File: src/rtl/md5_core_scheduler.sv
// md5_core_scheduler
//
// Feeds candidate strings from the string buffer to a bank of md5 cores, round-robin over idle
// cores, and compares each returned digest against the latched target hash. Reports the first
// matching candidate index and job completion toward the bus front end.
//
// Optional feature macro: MD5_MATCH_COUNT_EN
//   defined   : adds the MATCH_CNT_W parameter and the match_cnt output, a saturating count of
//               every matching digest in the current job.
//   undefined : no match_cnt port, no counter logic.
//
// Ports
//   clk, reset_n  clock, asynchronous active-low reset
//   cmd_start     pulse: begin a job (taken only in idle/done), latches target_hash
//   cmd_abort     pulse: stop accepting candidates, let outstanding cores drain
//   target_hash   digest to search for
//   cand_valid    candidate available; cand_last marks the final one; cand_idx is its index
//   cand_ready    candidate accepted this cycle when cand_valid is also high
//   core_start    one-hot, one-cycle start pulse (also the data-mux load strobe)
//   core_done     per-core one-cycle digest-valid pulse; core_digest core i at [128*i +: 128]
//   busy          job running or draining
//   done          job finished, held until the next taken cmd_start
//   match         sticky: some digest matched during this job
//   match_idx     candidate index of the first match
//   match_cnt     number of matches in this job (MD5_MATCH_COUNT_EN only)

module md5_core_scheduler #(
  parameter int unsigned NUM_CORES     = 4,
  parameter int unsigned IDX_W         = 16,
  parameter int unsigned STOP_ON_MATCH = 1
`ifdef MD5_MATCH_COUNT_EN
  ,
  parameter int unsigned MATCH_CNT_W   = 16
`endif
) (
  input  logic                     clk,
  input  logic                     reset_n,
  input  logic                     cmd_start,
  input  logic                     cmd_abort,
  input  logic [127:0]             target_hash,
  input  logic                     cand_valid,
  input  logic                     cand_last,
  input  logic [IDX_W-1:0]         cand_idx,
  output logic                     cand_ready,
  output logic [NUM_CORES-1:0]     core_start,
  input  logic [NUM_CORES-1:0]     core_done,
  input  logic [128*NUM_CORES-1:0] core_digest,
  output logic                     busy,
  output logic                     done,
  output logic                     match,
  output logic [IDX_W-1:0]         match_idx
`ifdef MD5_MATCH_COUNT_EN
  ,
  output logic [MATCH_CNT_W-1:0]   match_cnt
`endif
);

  localparam int unsigned PtrW = (NUM_CORES > 1) ? $clog2(NUM_CORES) : 1;

  typedef enum logic [1:0] {StIdle, StRun, StDrain, StDone} state_e;

  state_e                 state_q;
  logic [NUM_CORES-1:0]   assigned_q;
  logic [IDX_W-1:0]       idx_q [NUM_CORES];
  logic [PtrW-1:0]        rr_ptr_q;
  logic [127:0]           target_q;
  logic [NUM_CORES-1:0]   core_start_q;
  logic                   busy_q;
  logic                   done_q;
  logic                   match_q;
  logic [IDX_W-1:0]       match_idx_q;

  logic                   accept;
  logic                   dispatch;
  logic                   start_taken;
  logic [NUM_CORES-1:0]   retire;
  logic                   sel_found;
  logic [PtrW-1:0]        sel;
  logic [PtrW-1:0]        cand_core;
  logic [NUM_CORES-1:0]   sel_onehot;
  logic [NUM_CORES-1:0]   hits;
  logic                   any_hit;
  logic [PtrW-1:0]        first_hit;

  // Abort wins over a same-cycle candidate: ready is suppressed so nothing is accepted.
  assign cand_ready  = (state_q == StRun) & ~(&assigned_q) & ~cmd_abort;
  assign accept      = cand_valid & cand_ready;
  assign dispatch    = accept & sel_found;
  assign start_taken = cmd_start & ((state_q == StIdle) | (state_q == StDone));

  // A done pulse only counts for a core that actually holds a candidate.
  assign retire = core_done & assigned_q;

  // First free core scanning upward from rr_ptr with wrap. Uses registered assigned bits only,
  // so a core freed this cycle is not reused until the next one.
  always_comb begin
    sel_found = 1'b0;
    sel       = '0;
    cand_core = '0;
    for (int unsigned k = 0; k < NUM_CORES; k++) begin
      cand_core = PtrW'((32'(rr_ptr_q) + k) % NUM_CORES);
      if (!sel_found && !assigned_q[cand_core]) begin
        sel_found = 1'b1;
        sel       = cand_core;
      end
    end
    sel_onehot = NUM_CORES'(1) << sel;
  end

  // Digest compare; lowest-index hit supplies match_idx when several land together.
  always_comb begin
    hits = '0;
    for (int unsigned i = 0; i < NUM_CORES; i++) begin
      hits[i] = retire[i] && (core_digest[128*i +: 128] == target_q);
    end
    any_hit   = |hits;
    first_hit = '0;
    for (int i = NUM_CORES - 1; i >= 0; i--) begin
      if (hits[i]) first_hit = PtrW'(i);
    end
  end

  always_ff @(posedge clk or negedge reset_n) begin
    if (!reset_n) begin
      state_q      <= StIdle;
      assigned_q   <= '0;
      rr_ptr_q     <= '0;
      target_q     <= '0;
      core_start_q <= '0;
      busy_q       <= 1'b0;
      done_q       <= 1'b0;
      match_q      <= 1'b0;
      match_idx_q  <= '0;
      for (int unsigned i = 0; i < NUM_CORES; i++) begin
        idx_q[i] <= '0;
      end
    end else begin
      core_start_q <= '0;
      assigned_q   <= (assigned_q & ~retire) | (dispatch ? sel_onehot : '0);

      if (dispatch) begin
        idx_q[sel]   <= cand_idx;
        core_start_q <= sel_onehot;
        rr_ptr_q     <= (sel == PtrW'(NUM_CORES - 1)) ? '0 : sel + 1'b1;
      end

      if (any_hit) begin
        match_q <= 1'b1;
        if (!match_q) match_idx_q <= idx_q[first_hit];
      end

      case (state_q)
        StIdle, StDone: begin
          if (cmd_start) begin
            state_q     <= StRun;
            busy_q      <= 1'b1;
            done_q      <= 1'b0;
            match_q     <= 1'b0;
            match_idx_q <= '0;
            target_q    <= target_hash;
          end
        end
        StRun: begin
          // A candidate accepted alongside cand_last or a match is still dispatched above.
          if ((accept && cand_last) || cmd_abort || (any_hit && (STOP_ON_MATCH != 0))) begin
            state_q <= StDrain;
          end
        end
        StDrain: begin
          if ((assigned_q == '0) && (core_start_q == '0)) begin
            state_q <= StDone;
            busy_q  <= 1'b0;
            done_q  <= 1'b1;
          end
        end
        default: state_q <= StIdle;
      endcase
    end
  end

  assign core_start = core_start_q;
  assign busy       = busy_q;
  assign done       = done_q;
  assign match      = match_q;
  assign match_idx  = match_idx_q;

`ifdef MD5_MATCH_COUNT_EN
  logic [MATCH_CNT_W-1:0] match_cnt_q;
  logic [MATCH_CNT_W-1:0] match_cnt_sum;
  logic [MATCH_CNT_W+4:0] cnt_wide;

  // Add the popcount of this cycle's hits, saturating at all-ones.
  always_comb begin
    cnt_wide = {5'd0, match_cnt_q};
    for (int unsigned i = 0; i < NUM_CORES; i++) begin
      cnt_wide = cnt_wide + {{(MATCH_CNT_W + 4){1'b0}}, hits[i]};
    end
    match_cnt_sum = (|cnt_wide[MATCH_CNT_W+4:MATCH_CNT_W]) ? '1 : cnt_wide[MATCH_CNT_W-1:0];
  end

  always_ff @(posedge clk or negedge reset_n) begin
    if (!reset_n) begin
      match_cnt_q <= '0;
    end else if (start_taken) begin
      match_cnt_q <= '0;
    end else if (any_hit) begin
      match_cnt_q <= match_cnt_sum;
    end
  end

  assign match_cnt = match_cnt_q;
`endif

endmodule
File: config.mk
export PLATFORM = sky130hd
export DESIGN_NAME = md5_core_scheduler
export DESIGN_NICKNAME = d
export VERILOG_FILES = /design/src/rtl/md5_core_scheduler.sv
export SDC_FILE = /design/constraint.sdc
export NUM_CORES = 1
export LEC_CHECK = 0
export ABC_AREA = 0
export BUFFER_PORTS_ARGS = -buffer_cell sky130_fd_sc_hd__buf_2
export CAP_MARGIN = 10
export CORE_AREA = 4 4 268 270
export CTS_BUF_LIST = sky130_fd_sc_hd__clkbuf_16
export CTS_CLUSTER_DIAMETER = 80
export DETAILED_ROUTE_END_ITERATION = 7
export DIE_AREA = 0 0 272 274
export SKIP_LAST_GASP = 1
export SLEW_MARGIN = 10
export SYNTH_ARGS = -nofsm -noshare
export SYNTH_HDL_FRONTEND = slang
export SYNTH_SLANG_ARGS = --single-unit
File: constraint.sdc
create_clock -name clk -period 3.3 [get_ports clk]
set_input_delay 0.33 -clock clk [delete_from_list [all_inputs] [get_ports clk]]
set_output_delay 0.33 -clock clk [all_outputs]
set_load 0.1 [all_outputs]
; Word level (Yosys, flattened, before mapping)
; Cells that the tools add are included.
; Widths: inputs -> output; s select.
[word_totals]
register_bits = 223
in_bits = 666
out_inout_bits = 24
elab_cells = 120
[classes]
add_sub_neg = 4
order_cmp = 7
eq_ne = 11
n_shift = 1
n_mux = 45
n_bitwise = 12
reduce_logical = 27
[ops]
columns = cell, n
row1 = $eq 128x128->1, 4
row2 = $mux 16, 7
row3 = $bwmux 64, 1
row4 = $bmux 16 s2, 1
row5 = $demux 16 s2, 1
row6 = $mux 2, 12
row7 = $mux 1, 15
row8 = $lt 2x3->1 const B, 4
row9 = $logic_and 1x1->1, 10
row10 = $and 4x4->4, 2
row11 = $bmux 1 s2, 4
row12 = $logic_not 4->1, 2
row13 = $eq 2x2->1 const B, 3
row14 = $ge 3x3->1 const B, 2
row15 = $not 2->3, 2
row16 = $pmux 2 s3, 1
row17 = $reduce_and 3->1, 2
row18 = $logic_not 1->1, 5
row19 = $add 2x1->2 const B, 2
row20 = $add 2x2->2 const B, 2
row21 = $and 1x1->1, 4
row22 = $mux 4, 1
row23 = $ne 2x2->1 const B, 2
row24 = $not 4->4, 1
row25 = other kinds (14), 17

; Logic depth before layout (Yosys ltp)
; Gate-level depths: netlist of run 1.
[depth]
word_depth = 18
ltp_mapped = 11

; Worst setup path before layout of run 1
; Ideal clock, no wire load.
[synth_timing]
path_type = reg-to-reg
start = register state_q[1]
end = register idx_q[10] (netlist bit)
setup_time_ps = 125
t_arrival_ps = 3522
path_slack_ps = -347
stages_incl_launch_ff = 10
n_path_buf = 2
path_cell_list = dfrtp_1 > inv_1 > ha_1 > nand2b_1 > a41oi_1 > and2_1 > clkbuf_1 > nand2_1 > clkbuf_1 > mux2_2
[synth_between]
elab_chain_len = 5
[synth_rtl]
columns = item, line
row1 = start: declaration, 62  ; state_e state_q;
row2 = start signal: assignment, 125  ; state_q <= StIdle;
row3 = start signal: assignment, 155  ; state_q <= StRun;
row4 = start signal: assignment, 166  ; state_q <= StDrain;
row5 = $eq 2x1->1, 86  ; assign cand_ready = (state_q == StRun) & ~(&assigned_q) & ~cmd_abort;
row6 = $and 1x1->1 (2 in series), 86
row7 = via cand_ready, 44  ; output logic cand_ready,
row8 = $and 1x1->1, 87  ; assign accept = cand_valid & cand_ready;
row9 = $and 1x1->1, 88  ; assign dispatch = accept & sel_found;
row10 = end signal: indexed assignment, 142  ; idx_q[sel] <= cand_idx;
row11 = end: declaration, 64  ; logic [IDX_W-1:0] idx_q [NUM_CORES];
; The timed path passes the listed nets, and every way through them passes these cells.
; A chain may end at the register's enable or synchronous reset.

; Worst setup path in the final report of run 1
[layout_timing]
start = register target_q[16]
end = register match_idx_q[14] (netlist: match_idx[14])
[layout_between]
elab_chain_len = 14
word_cells_on_any_way = 21
cone_classes = 4 x eq/ne / 11 x mux / 1 x bitwise / 5 x reduce/logical
[layout_rtl]
columns = item, line
row1 = start: declaration, 66  ; logic [127:0] target_q;
row2 = start signal: assignment, 160  ; target_q <= target_hash;
row3 = $eq 128x128->1, 114  ; hits[i] = retire[i] && (core_digest[128*i +: 128] == target_q);
row4 = $logic_and 1x1->1, 114
row5 = $mux 2 (4 in series), 119  ; if (hits[i]) first_hit = PtrW'(i);
row6 = $not 2->3 (not written as such), 149  ; if (!match_q) match_idx_q <= idx_q[first_hit];
row7 = $bmux 16 s2, 149
row8 = $mux 16 (not written as such) (2 in series), 149
row9 = $mux 16, 149
row10 = $mux 16 (*), 147  ; if (any_hit) begin
row11 = $mux 16, 154  ; if (cmd_start) begin
row12 = $mux 16 (*), 152  ; case (state_q)
row13 = end signal: assignment, 149
row14 = end: declaration, 71  ; logic [IDX_W-1:0] match_idx_q;
; Every way passes the cells marked *; elsewhere a longest branch is shown, timed or not. The select of a mux whose other input is x is not followed.

==> out/results.txt, run 1 <==
Status: complete, but fails checks
Failing checks: setup timing
Pre-CTS setup slack: -723 ps
Max incr delay on CP: 600 ps
Final hold vios: 0
CTS Buf Count: 35
Synth top area share: 36.6%
Routability cong.: 1.04
Hold Path Class: input pin to register
Dpl hpwl: 112000 µm
Number of global-route vias before repair: 18600
Unrepaired setup endpoints after global routing: true
Number of synthesized flops with an enable pin: 0
Die width: 272 µm
Clock Path Buffers: 3
Critical Path Most Common Cell: buf_4
Critical path class: register to register
Worst Path Arrival: 3860 ps
Die Y: 274 µm
Critical Path Start Type: register
Mapped Nets: 2244
Fin nets: 3243
Top cell types by occurrence after synthesis: dfrtp_1 (223), xnor2_1 (192), xor2_1 (147), mux2_2 (134), inv_1 (103)
CTS tree: built
Worst-Margin Slew: 742 ps
DRC errors left: 0
YS warnings: 0
Total clock sinks: 223
Final Total Pwr: 22.5 mW
Fin area: 0.0248 mm²
Mean cell area of the mapped netlist: 9.71 µm²
Clock latency on the worst-skew pair: 570 ps
Peak VDD IR: 0.000496 V
Final Slew Violations: 0
Library cells used by synthesis: 58
Ordered list of cells on the worst path: buf_4 > xnor2_1 > nand4_1 > or4_1 > nor4_2 > nand4_1 > and2_4 > buf_4 > a211oi_4 > buf_4 > buf_12 > o221ai_4 > o2bb2ai_2
Layout Area Growth over Synthesis: 62.4%
I/O pins: 690
Ys async rst share: 100%
CP Capture Type: register
Core area: 0.0695 mm²
Total Wirelength: 128000 µm
Mapped Cells: 1571
Initial DRC Count: 1629
Initial Util: 21.9%
Most frequent cell after synthesis: dfrtp_1
Initial antenna violation count: 140
Root Driver: clkbuf_16
Yosys top cell by area: dfrtp_1
Area contributors post-synth: dfrtp_1 (37%), xnor2_1 (11%), mux2_2 (9.9%)
Synth Cell Area: 0.0153 mm²
Worst EP required: 3780 ps
Max frequency: 296 MHz
# setup viols final: 11
Non-filler instance count after layout: 3605
Share of layout cells above drive strength 1: 49.7%
Pleak: 11.4 nW
Drt pass-1 iters: 5
Gr usage total: 32.8%
Global route total overflow: 0
FF+latch count, synth: 223
MaxCap Viol Count: 0
Final setup margin: -76.1 ps
Reg clk slew, reported paths: 60 ps
Primary FF master, synth: dfrtp_1
Die area: 0.0745 mm²
Clock Skew: 26.2 ps
CP max stage cell: or4_1
Global-route wire length before repair: 164000 µm
Antenna-violating nets left: 0
Slew margin rel.: 50.0%
Placed Cells: 3400
Post-synthesis sequential area ratio: 36.6%
Pin count of the biggest net entering global routing: 79
Critical path peak fanout: 8
Final Cycle Share: 102%
CTS H-tree lvls: 2
Hold WS: 13.7 ps
Post-Place Cell Area: 0.0222 mm²
Vias: 18100
Final Critical Period: 3380 ps
Port Buffers: 689
Routed wire per std cell: 35.5 µm
Row cnt: 97
Via-to-Cell Ratio: 5.02
PwrDens: 907 mW/mm²
final cells by class:
| cell class | count | area, µm² |
|---|---|---|
| diodes | 70 | 175 |
| clock buffers | 36 | 901 |
| clock inverters | 26 | 288 |
| fillers | 7307 | 44800 |
| inverters | 112 | 424 |
| multi-input cells | 1138 | 9360 |
| flip-flops and latches | 223 | 5600 |
| well taps | 940 | 1180 |
| repair buffers | 1060 | 6870 |
layout by cell type, fill, tap and decap left out, types with 35 or more instances in the layout:
master,n
buf_2,688
buf_4,268
dfrtp_1,209
xnor2_1,185
xor2_1,144
mux2_2,134
inv_1,105
nor2b_1,83
nand2_1,75
diode_2,70
o21ai_0,67
nand4_1,65
dlygate4sd3_1,64
nand2b_1,50
clkbuf_16,38
o22ai_1,35
metrics by stage:
step	TNS, ps	utilization, %
2_1_floorplan	0	-
3_3_place_gp	-11540	31.9
3_5_place_dp	-11740	31.9
4_1_cts	-63.2	34.9
5_1_grt	-752	35.5
6_report	-481	35.6
critical path: cells and delay by family, from the launching register on:
family	cells	cell delay [ps]
flip-flops	1	420
AO/OA/AOI/OAI	3	510
XOR/XNOR	1	250
buffers and inverters	4	630
AND/OR/NAND/NOR	5	1470
power by group:
| part | total [mW] | internal [mW] | switching, mW |
|---|---|---|---|
| Sequential | 5.68 | 3.99 | 1.69 |
| Clock | 3.98 | 2.40 | 1.58 |
| Combinational | 12.8 | 5.82 | 7.01 |
| Total | 22.5 | 12.2 | 10.3 |
cells by family (layout without fill, tap and decap cells):
| family | count (synthesis) | count (layout) | share of synthesized area (%) |
|---|---|---|---|
| AOI/OAI and AO/OA | 260 | 260 | 13.0 |
| DFF | 223 | 223 | 36.6 |
| muxes | 136 | 136 | 10.0 |
| adders and majority gates | 7 | 7 | 0.574 |
| buffers and inverters | 210 | 1234 | 5.24 |
| other | 0 | 70 | 0 |
| and+or+nand+nor | 396 | 396 | 15.1 |
| xor gates and xnor gates | 339 | 339 | 19.5 |
final timing paths:
check / slack, ps / cells past startpoint / endpoint / from
hold reg to reg: 500 / 1 / idx_q[36] / idx_q[36]
setup / recovery: -80 / 13 / match_idx[14] / target_q[16]
hold / removal: 10 / 3 / target_q[79] / target_hash[79]
setup reg to reg: -80 / 13 / match_idx[14] / target_q[16]
min in group asynchronous: 380 / 2 / idx_q[20] / reset_n
max in group asynchronous: 1910 / 3 / target_q[110] / reset_n
routing by layer:
layer | wire (µm) | GRT usage (%) | part of all wire (%) | up-vias
met3 | 13400 | 13.2 | 10 | 430
li1 | - | - | - | 7662
met2 | 59100 | 53.4 | 46 | 1158
met5 | 513 | 0 | 0.40 | -
met4 | 10800 | 23.4 | 8.5 | 80
met1 | 44300 | 34.7 | 35 | 8755
flip-flops by register name, indices dropped and copies added, names as in the netlist:
| name | count |
|---|---|
| target_q | 128 |
| idx_q | 64 |
| match_idx | 16 |
| assigned_q | 4 |
| core_start | 4 |
| rr_ptr_q | 2 |
| state_q | 2 |
| busy | 1 |
| done | 1 |
| match | 1 |
what timing repair did:
| item | in CTS | in global routing |
|---|---|---|
| endpoints found under the setup margin | 19 | 16 |
| setup buffers | 3 | 6 |
| cloned | 1 | 2 |
| hold buffers | 64 | 0 |
| hold endpoints to repair | 137 | 0 |
| gates resized for setup | 45 | 54 |
| pin swaps | 18 | 32 |
(Power assumes the default switching activity.)
==> run 2: changes to the inputs <==
- CORE_AREA: 4 4 268 270 -> 4 4 263 265
- DIE_AREA: 0 0 272 274 -> 0 0 267 269
- clock period: 3.3 -> 3.1 ns (I/O delays scaled with it)
==> run 2 against run 1 <==
  * The run still ends with setup timing left
  * Global-route usage fell by 0.15 points
  * First-iteration DRC count rose by 2.1%
  * Flip-flop and latch count did not move
  * Largest cell class unchanged
  * Non-clock buffer count rose by 33
  * Routed wire length fell by 4.4%
  * Largest power group unchanged
  * Count of clock-buffer cells in the layout did not move
  * Sequential share of layout area barely moved
==> out/results.txt, run 2 (same netlist as run 1, synthesis figures left out) <==
I/O pins: 690 (unchanged)
Routability cong.: 1.03 (-0.82%)
Non-filler instance count after layout: 3562 (-1.2%)
Internal power: 12.6 mW (+3.2%)
CTS H-tree lvls: 2 (unchanged)
CTS tree: built
Worst Path Arrival: 3910 ps (+50 ps)
Critical path class: register to register
Vias: 17900 (-1.1%)
Clock power share: 17.2% (-0.5 points)
Max frequency: 290 MHz (-2.2%)
Failing checks: setup timing
Slew margin rel.: 42.9% (-7.1 points)
Via-to-Cell Ratio: 5.02 (+0.14%)
Die Y: 269 µm (-1.8%)
Max reg flops: 128 (unchanged)
Status: complete, but fails checks
CTS Buf Count: 35 (unchanged)
Most Crowded Layer GR: met2
Critical Path Start Type: register
Fin area: 0.0248 mm² (about the same)
Peak VDD IR: 0.000613 V (+24%)
Core area: 0.0668 mm² (-3.9%)
Global route total overflow: 0 (unchanged)
Share of layout cells above drive strength 1: 47.7% (-2.0 points)
Met3 GRT Util: 13.7% (+0.52 points)
Die area: 0.0718 mm² (-3.6%)
Unrepaired setup endpoints after global routing: true
# setup viols final: 18 (+7)
Critical path peak fanout: 6 (-2)
Fin nets: 3276 (+1.0%)
Switching power share of the total: 45.7% (about the same)
Max incr delay on CP: 450 ps (-150 ps)
Pleak: 11.4 nW (+0.11%)
Register share of total power: 26.7% (+1.5 points)
Reg clk slew, reported paths: 60 ps (about the same)
Final Slew Violations: 0 (unchanged)
Final hold vios: 0 (unchanged)
Ordered list of cells on the worst path: buf_8 > xor2_4 > nor4_4 > buf_4 > nand4_1 > nor4_2 > buf_4 > nand4_1 > and2_4 > a211oi_4 > buf_6 > o221ai_2 > o2bb2ai_1
Initial antenna violation count: 117 (-16%)
Final Cycle Share: 111% (+9.1 points)
Total Wirelength: 123000 µm (-4.4%)
Worst-Margin Slew: 856 ps (+114 ps)
Initial DRC Count: 1664 (+2.1%)
M2 GR Usage: 53.5% (+0.10 points)
CP Capture Type: register
Worst EP required: 3560 ps (-220 ps)
Final setup margin: -352 ps (-276 ps)
Number of global-route vias before repair: 18400 (-0.91%)
Most common cell after layout, fill and taps aside: buf_2
Clock Skew: 33.9 ps (+7.66 ps)
Setup TNS: -5530 ps (-5050 ps)
Global-route wire length before repair: 158000 µm (-3.6%)
Dpl hpwl: 107000 µm (-4.7%)
WP buf/inv: 4 (unchanged)
Row cnt: 95 (-2.1%)
CP max stage cell: nand4_1
Clock Path Buffers: 3 (unchanged)
MaxCap Viol Count: 0 (unchanged)
DRC errors left: 0 (unchanged)
Worst path top cell family by delay: simple AND/OR/NAND/NOR gates
PwrDens: 937 mW/mm² (+3.2%)
Psw: 10.6 mW (+3.2%)
Pin count of the biggest net entering global routing: 92 (+16%)
Pre-CTS setup slack: -572 ps (+150 ps)
Die width: 267 µm (-1.8%)
Post-layout util: 37.1% (+1.4 points)
Clock latency on the worst-skew pair: 560 ps (about the same)
Initial Util: 22.8% (+0.90 points)
Final Critical Period: 3450 ps (+76.0 ps)
M1 GR Usage: 35.8% (+1.1 points)
Routed wire per std cell: 34.4 µm (-3.2%)
Hold WS: 17.1 ps (+3.38 ps)
Root Driver: clkbuf_16
Placed Cells: 3319 (-2.4%)
Comb pwr share: 56.1% (-1.0 points)
Post-Place Cell Area: 0.0220 mm² (-0.71%)
Commonest cells after routing, fill and taps aside: buf_2 (688), buf_4 (251), dfrtp_1 (211)
Gr usage total: 32.7% (-0.15 points)
Final Total Pwr: 23.2 mW (+3.2%)
Antenna-violating nets left: 0 (unchanged)
Layout Area Growth over Synthesis: 62.4% (about the same)
Biggest register: target_q
Total clock sinks: 223 (unchanged)
Hold Path Class: input pin to register
Drt pass-1 iters: 7 (+2)
Port Buffers: 689 (unchanged)
run 2: cell count changes in the layout (fill, tap and decap cells not counted), moves of 5 or more:
cell,before,now
a211oi_1,14,1
a2111oi_0,19,25
xnor2_2,7,0
xnor2_1,185,192
buf_4,268,251
diode_2,70,59
nor4_2,21,6
dlygate4sd3_1,64,110
nor4_1,34,52
a211oi_2,3,16
a2111oi_1,5,0
run 2: what timing repair did:
action                     CTS  global route
setup endpoints to repair   19            19
gates resized for setup     27            37
hold endpoints to repair   199             1
hold buffers               109             1
pin swaps                   12            22
buffers inserted             1             9
run 2: final timing paths:
| kind | start | endpoint | slack [ps] | cells after the start |
|---|---|---|---|---|
| worst min-delay path | target_hash[124] | target_q[124] | 20 | 3 |
| max in group asynchronous | reset_n | target_q[43] | 1800 | 3 |
| worst max-delay path | target_q[0] | match_idx[6] | -350 | 13 |
| worst max register to register | target_q[0] | match_idx[6] | -350 | 13 |
| min in group asynchronous | reset_n | idx_q[4] | 440 | 2 |
| worst min register to register | idx_q[33] | idx_q[33] | 500 | 1 |
run 2: area by class of cell:
class,instances,area (µm²)
clock inverter,28,241
fill,6985,42000
clock buffer,36,901
sequential,223,5600
inverter,112,420
tap,873,1090
antenna,59,148
timing repair buffer,1093,7240
multi-input combinational,1138,9140
run 2: tightest hold or removal path, cell delays in order:
cell     delay, ps
buf_2           70
nand2_1         60
o21ai_0         80
run 2: power groups by stage:
stage	clock (mW)	sequential [mW]	combinational (mW)
3_5_place_dp	0	6.13	12.4
5_1_grt	4.19	6.25	13.5
4_1_cts	4.07	6.11	12.6
2_1_floorplan	0	5.13	5.90
3_3_place_gp	0	6.09	12.4
6_report	4.00	6.19	13.0
run 2: metal layers:
layer | vias to the layer above | wire (µm)
li1 | 7715 | -
met1 | 8724 | 43700
met2 | 1024 | 56300
met3 | 340 | 13800
met4 | 92 | 8180
met5 | - | 589
